===== src/rtl/phy_tx_sched_pkg.sv =====
// Shared definitions for the phy_TX transmit scheduler: state encoding,
// sync pattern and the phy_TX word width.
package phy_tx_sched_pkg;

  localparam int          PHY_WORD_W   = 32;
  localparam logic [31:0] COM_WORD_DEF = 32'hBCBCBCBC;

  typedef enum logic [1:0] {
    ST_OFF  = 2'd0,
    ST_SYNC = 2'd1,
    ST_IDLE = 2'd2,
    ST_XFER = 2'd3
  } state_t;

endpackage


===== src/rtl/phy_tx_sched_rr_arbiter.sv =====
// Combinational round-robin arbiter: picks the first valid requester after
// the last grantee, checking the last grantee itself only at the end.
module phy_tx_sched_rr_arbiter #(
  parameter  int N_REQ = 2,
  localparam int GW    = (N_REQ > 1) ? $clog2(N_REQ) : 1
) (
  input  logic [N_REQ-1:0] req_valid,
  input  logic [GW-1:0]    last_grant,
  output logic [GW-1:0]    next_grant,
  output logic             any_valid
);

  always_comb begin
    next_grant = last_grant;
    any_valid  = |req_valid;
    // Descending scan so the nearest successor is the final (winning) assignment
    for (int k = N_REQ; k >= 1; k--) begin
      if (req_valid[(int'(last_grant) + k) % N_REQ]) begin
        next_grant = GW'((int'(last_grant) + k) % N_REQ);
      end
    end
  end

endmodule


===== src/rtl/phy_tx_sched.sv =====
// Transmit scheduler in front of phy_TX: link bring-up with COM words, then
// round-robin bursts from N_REQ word sources onto the single phy_TX input.
module phy_tx_sched
  import phy_tx_sched_pkg::*;
#(
  parameter  int                N_REQ      = 2,
  parameter  int                DATA_W     = PHY_WORD_W,
  parameter  int                INIT_WORDS = 4,
  parameter  int                MAX_BURST  = 4,
  parameter  logic [DATA_W-1:0] COM_WORD   = DATA_W'(COM_WORD_DEF),
  localparam int                GW         = (N_REQ > 1) ? $clog2(N_REQ) : 1
) (
  input  logic                    clk_f,
  input  logic                    reset,
  input  logic                    enable,
  input  logic [N_REQ-1:0]        req_valid,
  input  logic [N_REQ*DATA_W-1:0] req_data,
  output logic [N_REQ-1:0]        req_ready,
  output logic [DATA_W-1:0]       data_input,
  output logic                    valid,
  output logic                    active,
  output logic [GW-1:0]           grant,
  output logic [1:0]              state
);

  localparam int             BW         = $clog2(MAX_BURST) + 1;
  localparam int             SW         = $clog2(INIT_WORDS) + 1;
  localparam logic [BW-1:0]  BURST_LAST = BW'(MAX_BURST - 1);
  localparam logic [SW-1:0]  SYNC_LAST  = SW'(INIT_WORDS - 1);
  localparam logic [GW-1:0]  GRANT_RST  = GW'(N_REQ - 1);

  state_t             state_q, state_d;
  logic [GW-1:0]      grant_q, grant_d;
  logic [BW-1:0]      burst_cnt, burst_d;
  logic [SW-1:0]      sync_cnt, sync_d;
  logic [DATA_W-1:0]  data_d;
  logic               valid_d;
  logic [GW-1:0]      rr_next;
  logic               any_valid;
  logic [DATA_W-1:0]  sel_word;

  phy_tx_sched_rr_arbiter #(.N_REQ(N_REQ)) u_arb (
    .req_valid  (req_valid),
    .last_grant (grant_q),
    .next_grant (rr_next),
    .any_valid  (any_valid)
  );

  assign sel_word = req_data[int'(grant_q)*DATA_W +: DATA_W];

  always_comb begin
    state_d   = state_q;
    grant_d   = grant_q;
    burst_d   = burst_cnt;
    sync_d    = sync_cnt;
    data_d    = '0;
    valid_d   = 1'b0;
    req_ready = '0;
    if (state_q != ST_OFF && !enable) begin
      // Link drop wins over everything: nothing is accepted this cycle
      state_d = ST_OFF;
    end else begin
      case (state_q)
        ST_OFF: begin
          if (enable) begin
            state_d = ST_SYNC;
            sync_d  = '0;
          end
        end
        ST_SYNC: begin
          data_d = COM_WORD;
          sync_d = sync_cnt + 1'b1;
          if (sync_cnt == SYNC_LAST) state_d = ST_IDLE;
        end
        ST_IDLE: begin
          if (any_valid) begin
            grant_d = rr_next;
            burst_d = '0;
            state_d = ST_XFER;
          end
        end
        ST_XFER: begin
          req_ready[grant_q] = 1'b1;
          if (req_valid[grant_q]) begin
            data_d  = sel_word;
            valid_d = 1'b1;
            burst_d = burst_cnt + 1'b1;
          end
          // Re-arbitrate at burst end or on a bubble; new grant serves next cycle
          if (!req_valid[grant_q] || burst_cnt == BURST_LAST) begin
            if (any_valid) begin
              grant_d = rr_next;
              burst_d = '0;
            end else begin
              state_d = ST_IDLE;
            end
          end
        end
        default: state_d = ST_OFF;
      endcase
    end
  end

  always_ff @(posedge clk_f or posedge reset) begin
    if (reset) begin
      state_q    <= ST_OFF;
      grant_q    <= GRANT_RST;
      burst_cnt  <= '0;
      sync_cnt   <= '0;
      data_input <= '0;
      valid      <= 1'b0;
    end else begin
      state_q    <= state_d;
      grant_q    <= grant_d;
      burst_cnt  <= burst_d;
      sync_cnt   <= sync_d;
      data_input <= data_d;
      valid      <= valid_d;
    end
  end

  assign active = (state_q != ST_OFF);
  assign grant  = grant_q;
  assign state  = state_q;

endmodule


===== config.mk =====
export PLATFORM = sky130hd
export DESIGN_NAME = phy_tx_sched
export DESIGN_NICKNAME = d
export VERILOG_FILES = /design/src/rtl/phy_tx_sched_pkg.sv /design/src/rtl/phy_tx_sched_rr_arbiter.sv /design/src/rtl/phy_tx_sched.sv
export SDC_FILE = /design/constraint.sdc
export NUM_CORES = 1
export LEC_CHECK = 0
export BUFFER_PORTS_ARGS = -buffer_cell sky130_fd_sc_hd__buf_2
export CAP_MARGIN = 5
export CORE_MARGIN = 4
export CORE_UTILIZATION = 43
export DETAILED_ROUTE_END_ITERATION = 6
export PLACE_DENSITY = 0.79
export SYNTH_ARGS = -nofsm -noshare
export SYNTH_HDL_FRONTEND = slang
export SYNTH_SLANG_ARGS = --single-unit

===== constraint.sdc =====
create_clock -name clk_f -period 1.9 [get_ports clk_f]
set_input_delay 0.19 -clock clk_f [delete_from_list [all_inputs] [get_ports clk_f]]
set_output_delay 0.19 -clock clk_f [all_outputs]
set_load 0.005 [all_outputs]

==> results of run 1 <==
==> stage by stage <==
step / hold slack (ns) / cell area [um2] / worst slack, ns / util
6_report: 0.0210 / 2520 / 0.158 / 0.616
5_1_grt: 0.0799 / 2520 / 0.0689 / 0.616
4_1_cts: 0.0364 / 2520 / 0.136 / 0.616
3_5_place_dp: 0.341 / 2430 / 0.241 / 0.595
3_3_place_gp: 0.333 / 2430 / 0.305 / 0.595
2_1_floorplan: 0.319 / 1870 / 0.471 / -
==> worst reg2reg max path, delay by kind of cell, from the launching register on <==
family / cells / cell delay (ns)
DFF: 1 / 0.55
AOI/OAI and AO/OA: 1 / 0.12
muxes: 1 / 0.16
buffers and inverters: 1 / 0.27
and+or+nand+nor: 1 / 0.40
==> power by group through the flow <==
stage               Clock (W)  Combinational (W)  Sequential [W]
CTS                  0.000564           0.000305        0.000975
global route         0.000594           0.000336        0.000980
detailed placement          0           0.000304        0.000992
floorplan                   0           0.000147        0.000996
global placement            0           0.000291        0.000990
finish               0.000544           0.000297        0.000975
==> flip-flops by register name, summed over array words and instances, names as in the netlist <==
signal      cells
data_input     32
burst_cnt       3
sync_cnt        3
state           2
grant           1
valid           1
==> worst max path at each step <==
| stage | startpoint | endpoint | slack [ns] | depth (start not counted) |
|---|---|---|---|---|
| floorplan | grant$_DFFE_PP1P_ | data_input[20]$_DFF_PP0_ | 0.47 | 6 |
| global placement | grant$_DFFE_PP1P_ | data_input[3]$_DFF_PP0_ | 0.30 | 4 |
| detailed placement | grant$_DFFE_PP1P_ | data_input[3]$_DFF_PP0_ | 0.24 | 4 |
| CTS | grant$_DFFE_PP1P_ | req_ready[1] | 0.14 | 4 |
| global route | grant$_DFFE_PP1P_ | req_ready[1] | 0.07 | 4 |
| finish | grant$_DFFE_PP1P_ | req_ready[1] | 0.16 | 4 |
==> kinds of logic (layout without fill, tap and decap cells) <==
| kind of cell | after synthesis | after routing |
|---|---|---|
| and+or+nand+nor | 32 | 32 |
| muxes | 33 | 33 |
| adders and majority gates | 4 | 4 |
| AOI/OAI and AO/OA | 33 | 33 |
| buffers and inverters | 18 | 125 |
| DFF | 42 | 42 |
==> final cells by class <==
cell class / count / area (um2)
Inverter: 6 / 22.5
Multi-Input combinational cell: 102 / 713
Clock buffer: 6 / 82.6
Tap cell: 50 / 62.6
Sequential cell: 42 / 1050
Fill cell: 336 / 1570
Timing Repair Buffer: 113 / 584
==> synthesized netlist by cell type <==
library cell,n
mux2i_1,33
nand2_1,8
o21ai_0,8
or2_1,1
dfrtp_1,41
and2_1,1
nand3_1,1
o21ai_1,17
nand3b_1,1
buf_6,3
o31ai_1,2
a311o_1,1
a21o_1,1
clkbuf_2,2
o211ai_1,1
and4_1,1
nor2_1,14
buf_4,1
buf_2,4
ha_1,4
inv_1,6
dfstp_2,1
or2_2,1
nand2b_1,4
a21boi_0,1
clkbuf_1,2
a31oi_1,2
==> per-layer routing <==
layer / GRT usage / vias to the layer above / share of wire
met5: 0 / - / 0
met4: 0.0483 / 0 / 0.0063
met3: 0.0410 / 5 / 0.093
met2: 0.295 / 58 / 0.53
met1: 0.171 / 717 / 0.37
li1: - / 765 / -
==> run summary, run 1 <==
final setup fails: 0
reg-to-reg setup timing slack: 0.23 ns
delay contributed by the slowest stage of the critical path: 0.55 ns
clock transition at the register clock pins on the worst setup and hold paths after CTS: 0.07 ns
capture point of the worst reg-to-reg path: data_input[3]$_DFF_PP0_
post-route clock period utilization: 0.917
count of distinct cell types in the synthesized netlist: 27
number of top-level pins: 108
total number of clock tree sinks: 42
class of the most critical setup path: flop to output port
clock tree from TritonCTS: built
area of the mapped netlist: 1870 um2
total count of max-transition violations in the final report: 0
transition time at the pin with the least slew margin: 0.642 ns
drt first-iter violations: 63
die height: 73.9 um
multiplexer fraction of the synthesized cell area: 0.177
die width: 73.9 um
# hold bufs at CTS: 0
capturing element type of the critical path: output port
achievable clock frequency: 574 MHz
proportion of power drawn by flip-flops and latches: 0.537
Core Footprint: 4090 um2
startpoint type of the worst setup path: flop
maximum count of clock buffers along a single path: 2
dpl cells: 313
share of cells above drive strength 1: 0.450
synth-to-layout area growth: 34.9%
starting density of the core: 0.457
main combinational cell family by area after synthesis: multiplexers
post-cts sizing count: 1
post-synthesis register bit count: 42
via total after detailed routing: 1545
Crit-path slowest cell: dfstp_2
cell family contributing the most delay on the critical path: buffers and inverters
data arrival time of the critical path: 1.55 ns
fraction of post-synthesis cell area in the top cell type by area: 0.550
antenna fix cells: 0
average via count per standard cell: 4.84
master cell of the clock root buffer: clkbuf_8
final cell count without fillers: 319
wire length of the first global-routing pass: 6.53 mm
syn_nets: 235
Power Internal: 0.00139 W
total wire length: 4.29 mm
largest area contributor in the netlist: dfrtp_1
largest net degree at the start of global routing: 43
post-DP HPWL: 3.32 mm
Period minus WS final: 1.74 ns
Pre-antenna DRT Iters: 4
worst voltage drop across the vdd grid: 540 uV
clock network fraction of design power: 0.299
combinational power share: 0.163
post-DR wirelength/cell: 13.5 um
power density over cell area: 721 nW/um2
clock buffers created by TritonCTS: 5
Fin Setup TNS: 0 ns
clk_lat worst skew: 0.28 ns
LEAKAGE: 1.59 nW
number of global-route vias before repair: 1520
most common cell after layout, fill and taps aside: buf_2
biggest fanout along the worst timing path: 36
number of rows in the core area: 23
commonest non-fill, non-tap cells in the layout: 107 x buf_2, 41 x dfrtp_1, 33 x mux2i_1, 17 x o21ai_1, 14 x nor2_1
residual overflow from global routing: 0
global router's overall resource usage: 0.158
required time of the worst setup path: 1.71 ns
initial antenna violation count: 0
worst relative slew slack: 0.571
Hold Path Class: primary input to async pin
total number of H-tree levels: 2
Die ar.: 5460 um2
switching portion of total power: 0.237
number of setup buffers added after CTS: 0
count of input and output buffers: 107
area fraction in compound gates after synthesis: 0.0992
endpoints failing hold: 0
post-detailed-route count of antenna-violating nets: 0
YS warnings: 0
top area cells in the synthesized netlist: dfrtp_1 55%, mux2i_1 18%, o21ai_1 4.6%
synthesized-area fraction occupied by and/or/nand/nor cells: 0.0791
Max Cap Viol: 0
final net count: 343
number of remaining DRC errors: 0
Post-Synth Adder-Cell Area: 0.0268
total chip power: 0.00182 W
unrepaired setup endpoints after global routing: no
part of the Yosys area used for sequential elements: 0.564
synthesized netlist cell count: 162
mean cell area of the mapped netlist: 11.5 um2
Worst Reg2Reg Path Length in Cells: 4
cell chain of the critical path: buf_6, inv_1, nor2_1, buf_2
run status: finished clean
fraction of synthesized cell area in xor and xnor cells: 0
last weighted congestion value of the routability-driven placer: 0.730
sum of buffers and inverters on the critical path: 3
reg-to-reg startpoint: grant$_DFFE_PP1P_
NetSw: 0.000430 W
worst clock skew: 0.00436 ns
Power figures use the tool's default switching activity.
==> run 2, diff against run 1 <==
==> constraint.sdc (replaced) <==
create_clock -name clk_f -period 1.9 [get_ports clk_f]
set_input_delay 0.38 -clock clk_f [delete_from_list [all_inputs] [get_ports clk_f]]
set_output_delay 0.38 -clock clk_f [all_outputs]
set_load 0.005 [all_outputs]
==> run 2 against run 1 <==
  * Non-clock buffer count increased by 1
  * Critical endpoint is now req_ready[0]
  * Clock power increased by 5.3%
  * Sequential power increased by 0.6%
==> run summary, run 2 (same netlist as run 1, synthesis figures left out) <==
run status: finished clean (unchanged)
worst relative slew slack: 0.603 (was 0.571)
unrepaired setup endpoints after global routing: no (unchanged)
drt first-iter violations: 58 (was 63)
residual overflow from global routing: 0 (unchanged)
post-DR wirelength/cell: 13.6 um (was 13.5 um)
LEAKAGE: 1.60 nW (was 1.59 nW)
global router's overall resource usage: 0.162 (was 0.158)
required time of the worst setup path: 1.52 ns (was 1.71 ns)
endpoints failing hold: 0 (unchanged)
die width: 73.9 um (unchanged)
# hold bufs at CTS: 0 (unchanged)
biggest fanout along the worst timing path: 15 (was 36)
most common cell after layout, fill and taps aside: buf_2 (unchanged)
class of the most critical setup path: flop to output port (unchanged)
Pre-antenna DRT Iters: 4 (unchanged)
final setup fails: 0 (unchanged)
antenna fix cells: 0 (unchanged)
Max Cap Viol: 0 (unchanged)
die height: 73.9 um (unchanged)
total number of clock tree sinks: 42 (unchanged)
maximum count of clock buffers along a single path: 2 (unchanged)
achievable clock frequency: 598 MHz (was 574 MHz)
total number of H-tree levels: 2 (unchanged)
power density over cell area: 730 nW/um2 (was 721 nW/um2)
registers with the most flip-flops: data_input x32, burst_cnt x3, sync_cnt x3 (unchanged)
initial antenna violation count: 0 (unchanged)
Core Footprint: 4090 um2 (unchanged)
synth-to-layout area growth: 35.5% (was 34.9%)
register ranked first by flip-flop count: data_input (unchanged)
number of setup buffers added after CTS: 0 (unchanged)
number of remaining DRC errors: 0 (unchanged)
number of global-route vias before repair: 1519 (was 1520)
last weighted congestion value of the routability-driven placer: 0.752 (was 0.730)
total wire length: 4.39 mm (was 4.29 mm)
wire length of the first global-routing pass: 6.71 mm (was 6.53 mm)
transition time at the pin with the least slew margin: 0.591 ns (was 0.642 ns)
clock transition at the register clock pins on the worst setup and hold paths after CTS: 0.08 ns (was 0.07 ns)
Fin Setup TNS: 0 ns (unchanged)
number of rows in the core area: 23 (unchanged)
final net count: 344 (was 343)
number of fill cells: 362 (was 336)
average via count per standard cell: 4.82 (was 4.84)
commonest non-fill, non-tap cells in the layout: 107 x buf_2, 41 x dfrtp_1, 33 x mux2i_1, 17 x o21ai_1, 14 x nor2_1 (unchanged)
via total after detailed routing: 1552 (was 1545)
clock buffers created by TritonCTS: 5 (unchanged)
total count of max-transition violations in the final report: 0 (unchanged)
final-layout worst hold slack: 0.0787 ns (was 0.0210 ns)
count of input and output buffers: 107 (unchanged)
data arrival time of the critical path: 1.29 ns (was 1.55 ns)
reg-to-reg setup timing slack: 0.47 ns (was 0.23 ns)
worst voltage drop across the vdd grid: 464 uV (was 540 uV)
flip-flop count of the largest register, all copies and words added: 32 (unchanged)
share of cells above drive strength 1: 0.452 (was 0.450)
largest net degree at the start of global routing: 22 (was 43)
starting density of the core: 0.457 (unchanged)
clk_lat worst skew: 0.28 ns (about the same)
master cell of the clock root buffer: clkbuf_8 (unchanged)
number of top-level pins: 108 (unchanged)
capturing element type of the critical path: output port (unchanged)
post-DP HPWL: 3.52 mm (was 3.32 mm)
worst clock skew: 0.00904 ns (was 0.00436 ns)
post-route clock period utilization: 0.880 (was 0.917)
Period minus WS final: 1.67 ns (was 1.74 ns)
clock tree from TritonCTS: built (unchanged)
Hold Path Class: primary input to async pin (unchanged)
post-cts sizing count: 0 (was 1)
Die ar.: 5460 um2 (unchanged)
startpoint type of the worst setup path: flop (unchanged)
post-detailed-route count of antenna-violating nets: 0 (unchanged)
==> run 2: cell types whose count changed in the layout (fill, tap and decap cells not counted), sizes merged <==
cell	previous run	this run
buf	113	114
clkbuf	6	7
clkinv	1	2
==> run 2: final timing paths <==
check / cells past startpoint / from / to
min in group clk_f: 3 / req_data[24] / data_input[24]$_DFF_PP0_
max in group asynchronous: 3 / reset / data_input[27]$_DFF_PP0_
worst min register to register: 2 / burst_cnt[2]$_DFFE_PP0P_ / burst_cnt[2]$_DFFE_PP0P_
worst min-delay path: 2 / reset / data_input[12]$_DFF_PP0_
worst max-delay path: 3 / grant$_DFFE_PP1P_ / req_ready[0]
worst max register to register: 4 / state[0]$_DFFE_PP0P_ / burst_cnt[0]$_DFFE_PP0P_
==> run 2: layout make-up <==
class / instances / area, um2 / share of cell area
Sequential cell: 42 / 1050 / 0.416
Multi-Input combinational cell: 102 / 713 / 0.282
Timing Repair Buffer: 114 / 588 / 0.232
Inverter: 6 / 22.5 / 0.00890
Tap cell: 50 / 62.6 / 0.0247
Clock buffer: 7 / 86.3 / 0.0341
Clock inverter: 1 / 5.00 / 0.00198
==> run 2: per-layer routing <==
layer,GRT usage,vias to the layer above,wire (um)
met4,0.0483,0,42
met3,0.0315,7,321
met2,0.307,65,2330
li1,-,769,-
met1,0.180,711,1700
met5,0,-,0
==> run 2: where the power goes <==
| group | leakage [nW] | internal (W) | total [W] | switching, W |
|---|---|---|---|---|
| registers | 0.558 | 0.000952 | 0.000981 | 0.0000288 |
| logic | 0.994 | 0.000153 | 0.000293 | 0.000140 |
| clock network | 0.0482 | 0.000293 | 0.000573 | 0.000280 |
| total | 1.60 | 0.00140 | 0.00185 | 0.000448 |
==> run 2: metrics by stage <==
stage               cell area, um2  std cells  utilization  power [W]  worst slack (ns)
floorplan                     1870        162            -    0.00114             0.471
global placement              2440        314        0.597    0.00128             0.516
detailed placement            2440        314        0.597    0.00130             0.465
CTS                           2530        322        0.619    0.00187             0.207
global route                  2530        322        0.619    0.00194             0.173
finish                        2530        322        0.619    0.00185             0.229
==> run 2: critical path, cell delays in order (launching register included) <==
cell and delay, ns:
dfstp_2 0.56, buf_4 0.26, nor2_1 0.07, buf_2 0.13
==> run 3, diff against run 2 <==
--- a/config.mk
+++ b/config.mk
@@ -11,6 +11,7 @@
 export CORE_UTILIZATION = 43
 export DETAILED_ROUTE_END_ITERATION = 6
 export PLACE_DENSITY = 0.79
+export SETUP_SLACK_MARGIN = 0.3
 export SYNTH_ARGS = -nofsm -noshare
 export SYNTH_HDL_FRONTEND = slang
 export SYNTH_SLANG_ARGS = --single-unit
==> constraint.sdc (replaced) <==
create_clock -name clk_f -period 1.9 [get_ports clk_f]
set_input_delay 0.38 -clock clk_f [delete_from_list [all_inputs] [get_ports clk_f]]
set_output_delay 0.38 -clock clk_f [all_outputs]
set_load 0.1 [all_outputs]
==> run 3 against run 2 <==
  * Clock power is 5.6% lower
  * Clock skew is 0.0033 ns lower
  * Clock-buffer cell count down 1
  * Critical path depth did not move
  * Flip-flop and latch count stayed put
  * Sequential share of layout area is 2.7 points lower
  * Die area stayed put
  * Design area up 8.1%
  * Final cell count rose by 1.6%
  * Via count up 1.4%
  * Critical endpoint is now req_ready[1]
  * Highest routed layer unchanged
==> run summary, run 3 (same netlist as run 1, synthesis figures left out) <==
antenna fix cells: 0 (unchanged)
Pre-antenna DRT Iters: 4 (unchanged)
via total after detailed routing: 1574 (was 1552)
endpoints failing hold: 0 (unchanged)
unrepaired setup endpoints after global routing: yes (was no)
Max Cap Viol: 0 (unchanged)
post-route clock period utilization: 0.882 (was 0.880)
clock transition at the register clock pins on the worst setup and hold paths after CTS: 0.08 ns (about the same)
Period minus WS final: 1.68 ns (was 1.67 ns)
global router's overall resource usage: 0.175 (was 0.162)
Fin Setup TNS: 0 ns (unchanged)
wire length of the first global-routing pass: 7.06 mm (was 6.71 mm)
synth-to-layout area growth: 46.5% (was 35.5%)
clock buffers created by TritonCTS: 5 (unchanged)
achievable clock frequency: 597 MHz (was 598 MHz)
maximum count of clock buffers along a single path: 2 (unchanged)
registers with the most flip-flops: data_input x32, burst_cnt x3, sync_cnt x3 (unchanged)
worst relative slew slack: 0.654 (was 0.603)
Hold Path Class: primary input to async pin (unchanged)
worst voltage drop across the vdd grid: 527 uV (was 464 uV)
biggest fanout along the worst timing path: 4 (was 15)
# hold bufs at CTS: 0 (unchanged)
total chip power: 0.00220 W (was 0.00185 W)
flip-flop count of the largest register, all copies and words added: 32 (unchanged)
class of the most critical setup path: flop to output port (unchanged)
worst clock skew: 0.00573 ns (was 0.00904 ns)
share of cells above drive strength 1: 0.487 (was 0.452)
delay contributed by the slowest stage of the critical path: 0.69 ns (was 0.56 ns)
Die ar.: 5460 um2 (unchanged)
post-DR wirelength/cell: 14.4 um (was 13.6 um)
cell chain of the critical path: inv_4, nor2_4, buf_12 (was buf_4, nor2_1, buf_2)
Crit-path slowest cell: dfstp_4 (was dfstp_2)
post-detailed-route count of antenna-violating nets: 0 (unchanged)
LEAKAGE: 1.66 nW (was 1.60 nW)
final net count: 350 (was 344)
die height: 73.9 um (unchanged)
startpoint type of the worst setup path: flop (unchanged)
post-DP HPWL: 3.23 mm (was 3.52 mm)
number of remaining DRC errors: 0 (unchanged)
number of top-level pins: 108 (unchanged)
die width: 73.9 um (unchanged)
Core Footprint: 4090 um2 (unchanged)
number of global-route vias before repair: 1517 (was 1519)
data arrival time of the critical path: 1.30 ns (was 1.29 ns)
initial antenna violation count: 0 (unchanged)
average via count per standard cell: 4.81 (was 4.82)
clock tree from TritonCTS: built (unchanged)
clk_lat worst skew: 0.29 ns (was 0.28 ns)
total wire length: 4.71 mm (was 4.39 mm)
largest net degree at the start of global routing: 43 (was 22)
total count of max-transition violations in the final report: 0 (unchanged)
capturing element type of the critical path: output port (unchanged)
total number of clock tree sinks: 42 (unchanged)
final setup fails: 0 (unchanged)
transition time at the pin with the least slew margin: 0.519 ns (was 0.591 ns)
master cell of the clock root buffer: clkbuf_8 (unchanged)
power density over cell area: 803 nW/um2 (was 730 nW/um2)
residual overflow from global routing: 0 (unchanged)
run status: finished clean (unchanged)
last weighted congestion value of the routability-driven placer: 0.771 (was 0.752)
starting density of the core: 0.457 (unchanged)
number of rows in the core area: 23 (unchanged)
register ranked first by flip-flop count: data_input (unchanged)
commonest non-fill, non-tap cells in the layout: 103 x buf_2, 39 x dfrtp_1, 32 x mux2i_1, 17 x o21ai_1, 12 x nor2_1 (was 107 x buf_2, 41 x dfrtp_1, 33 x mux2i_1, 17 x o21ai_1, 14 x nor2_1)
required time of the worst setup path: 1.52 ns (about the same)
most common cell after layout, fill and taps aside: buf_2 (unchanged)
total number of H-tree levels: 2 (unchanged)
count of input and output buffers: 107 (unchanged)
drt first-iter violations: 92 (was 58)
[run 3: area by class of cell]
class,count,area [um2]
fill,332,1350
sequential,42,1060
multi-input combinational,103,754
timing repair buffer,119,749
clock buffer,6,72.6
tap,50,62.6
inverter,6,25.0
clock inverter,1,7.51
[run 3: metal layers]
layer / wire length [um] / global-route usage
met1: 1800 / 0.211
met5: 0 / 0
met4: 48 / 0.0543
met2: 2360 / 0.281
met3: 502 / 0.0780
[run 3: final timing paths]
| check | start | end | slack [ns] | cells past startpoint |
|---|---|---|---|---|
| hold / removal | reset | data_input[0]$_DFF_PP0_ | 0.21 | 3 |
| min in group clk_f | req_data[0] | data_input[0]$_DFF_PP0_ | 0.35 | 3 |
| hold reg to reg | burst_cnt[2]$_DFFE_PP0P_ | burst_cnt[2]$_DFFE_PP0P_ | 0.48 | 2 |
| setup reg to reg | grant$_DFFE_PP1P_ | data_input[31]$_DFF_PP0_ | 0.28 | 5 |
| setup / recovery | grant$_DFFE_PP1P_ | req_ready[1] | 0.22 | 3 |
| max in group asynchronous | reset | state[1]$_DFFE_PP0P_ | 1.29 | 3 |
[run 3: stage by stage]
| step | cells | utilization | worst slack [ns] | instance area [um2] | hold WS [ns] |
|---|---|---|---|---|---|
| after floorplan | 162 | - | 0.0553 | 1930 | 0.449 |
| after global placement | 310 | 0.609 | 0.316 | 2490 | 0.460 |
| after detailed placement | 310 | 0.609 | 0.269 | 2490 | 0.468 |
| after CTS | 324 | 0.659 | 0.213 | 2690 | 0.222 |
| after global routing | 327 | 0.669 | 0.169 | 2740 | 0.279 |
| final | 327 | 0.669 | 0.224 | 2740 | 0.205 |
[run 3: power breakdown]
group / internal, W / switching (W)
sequential: 0.000955 / 0.0000302
combinational: 0.000188 / 0.000483
clock: 0.000252 / 0.000289
[run 3: critical path, delay by kind of cell, from the launching register on]
kind | cells | cell delay (ns)
DFF | 1 | 0.69
buffers and inverters | 2 | 0.23
and+or+nand+nor | 1 | 0.09
[run 3: repair_timing]
item	4_1_cts	5_1_grt
gates cloned	1	1
buffers inserted	6	2
resized for setup	11	6
endpoints found under the setup margin	10	26
pin swaps	1	0
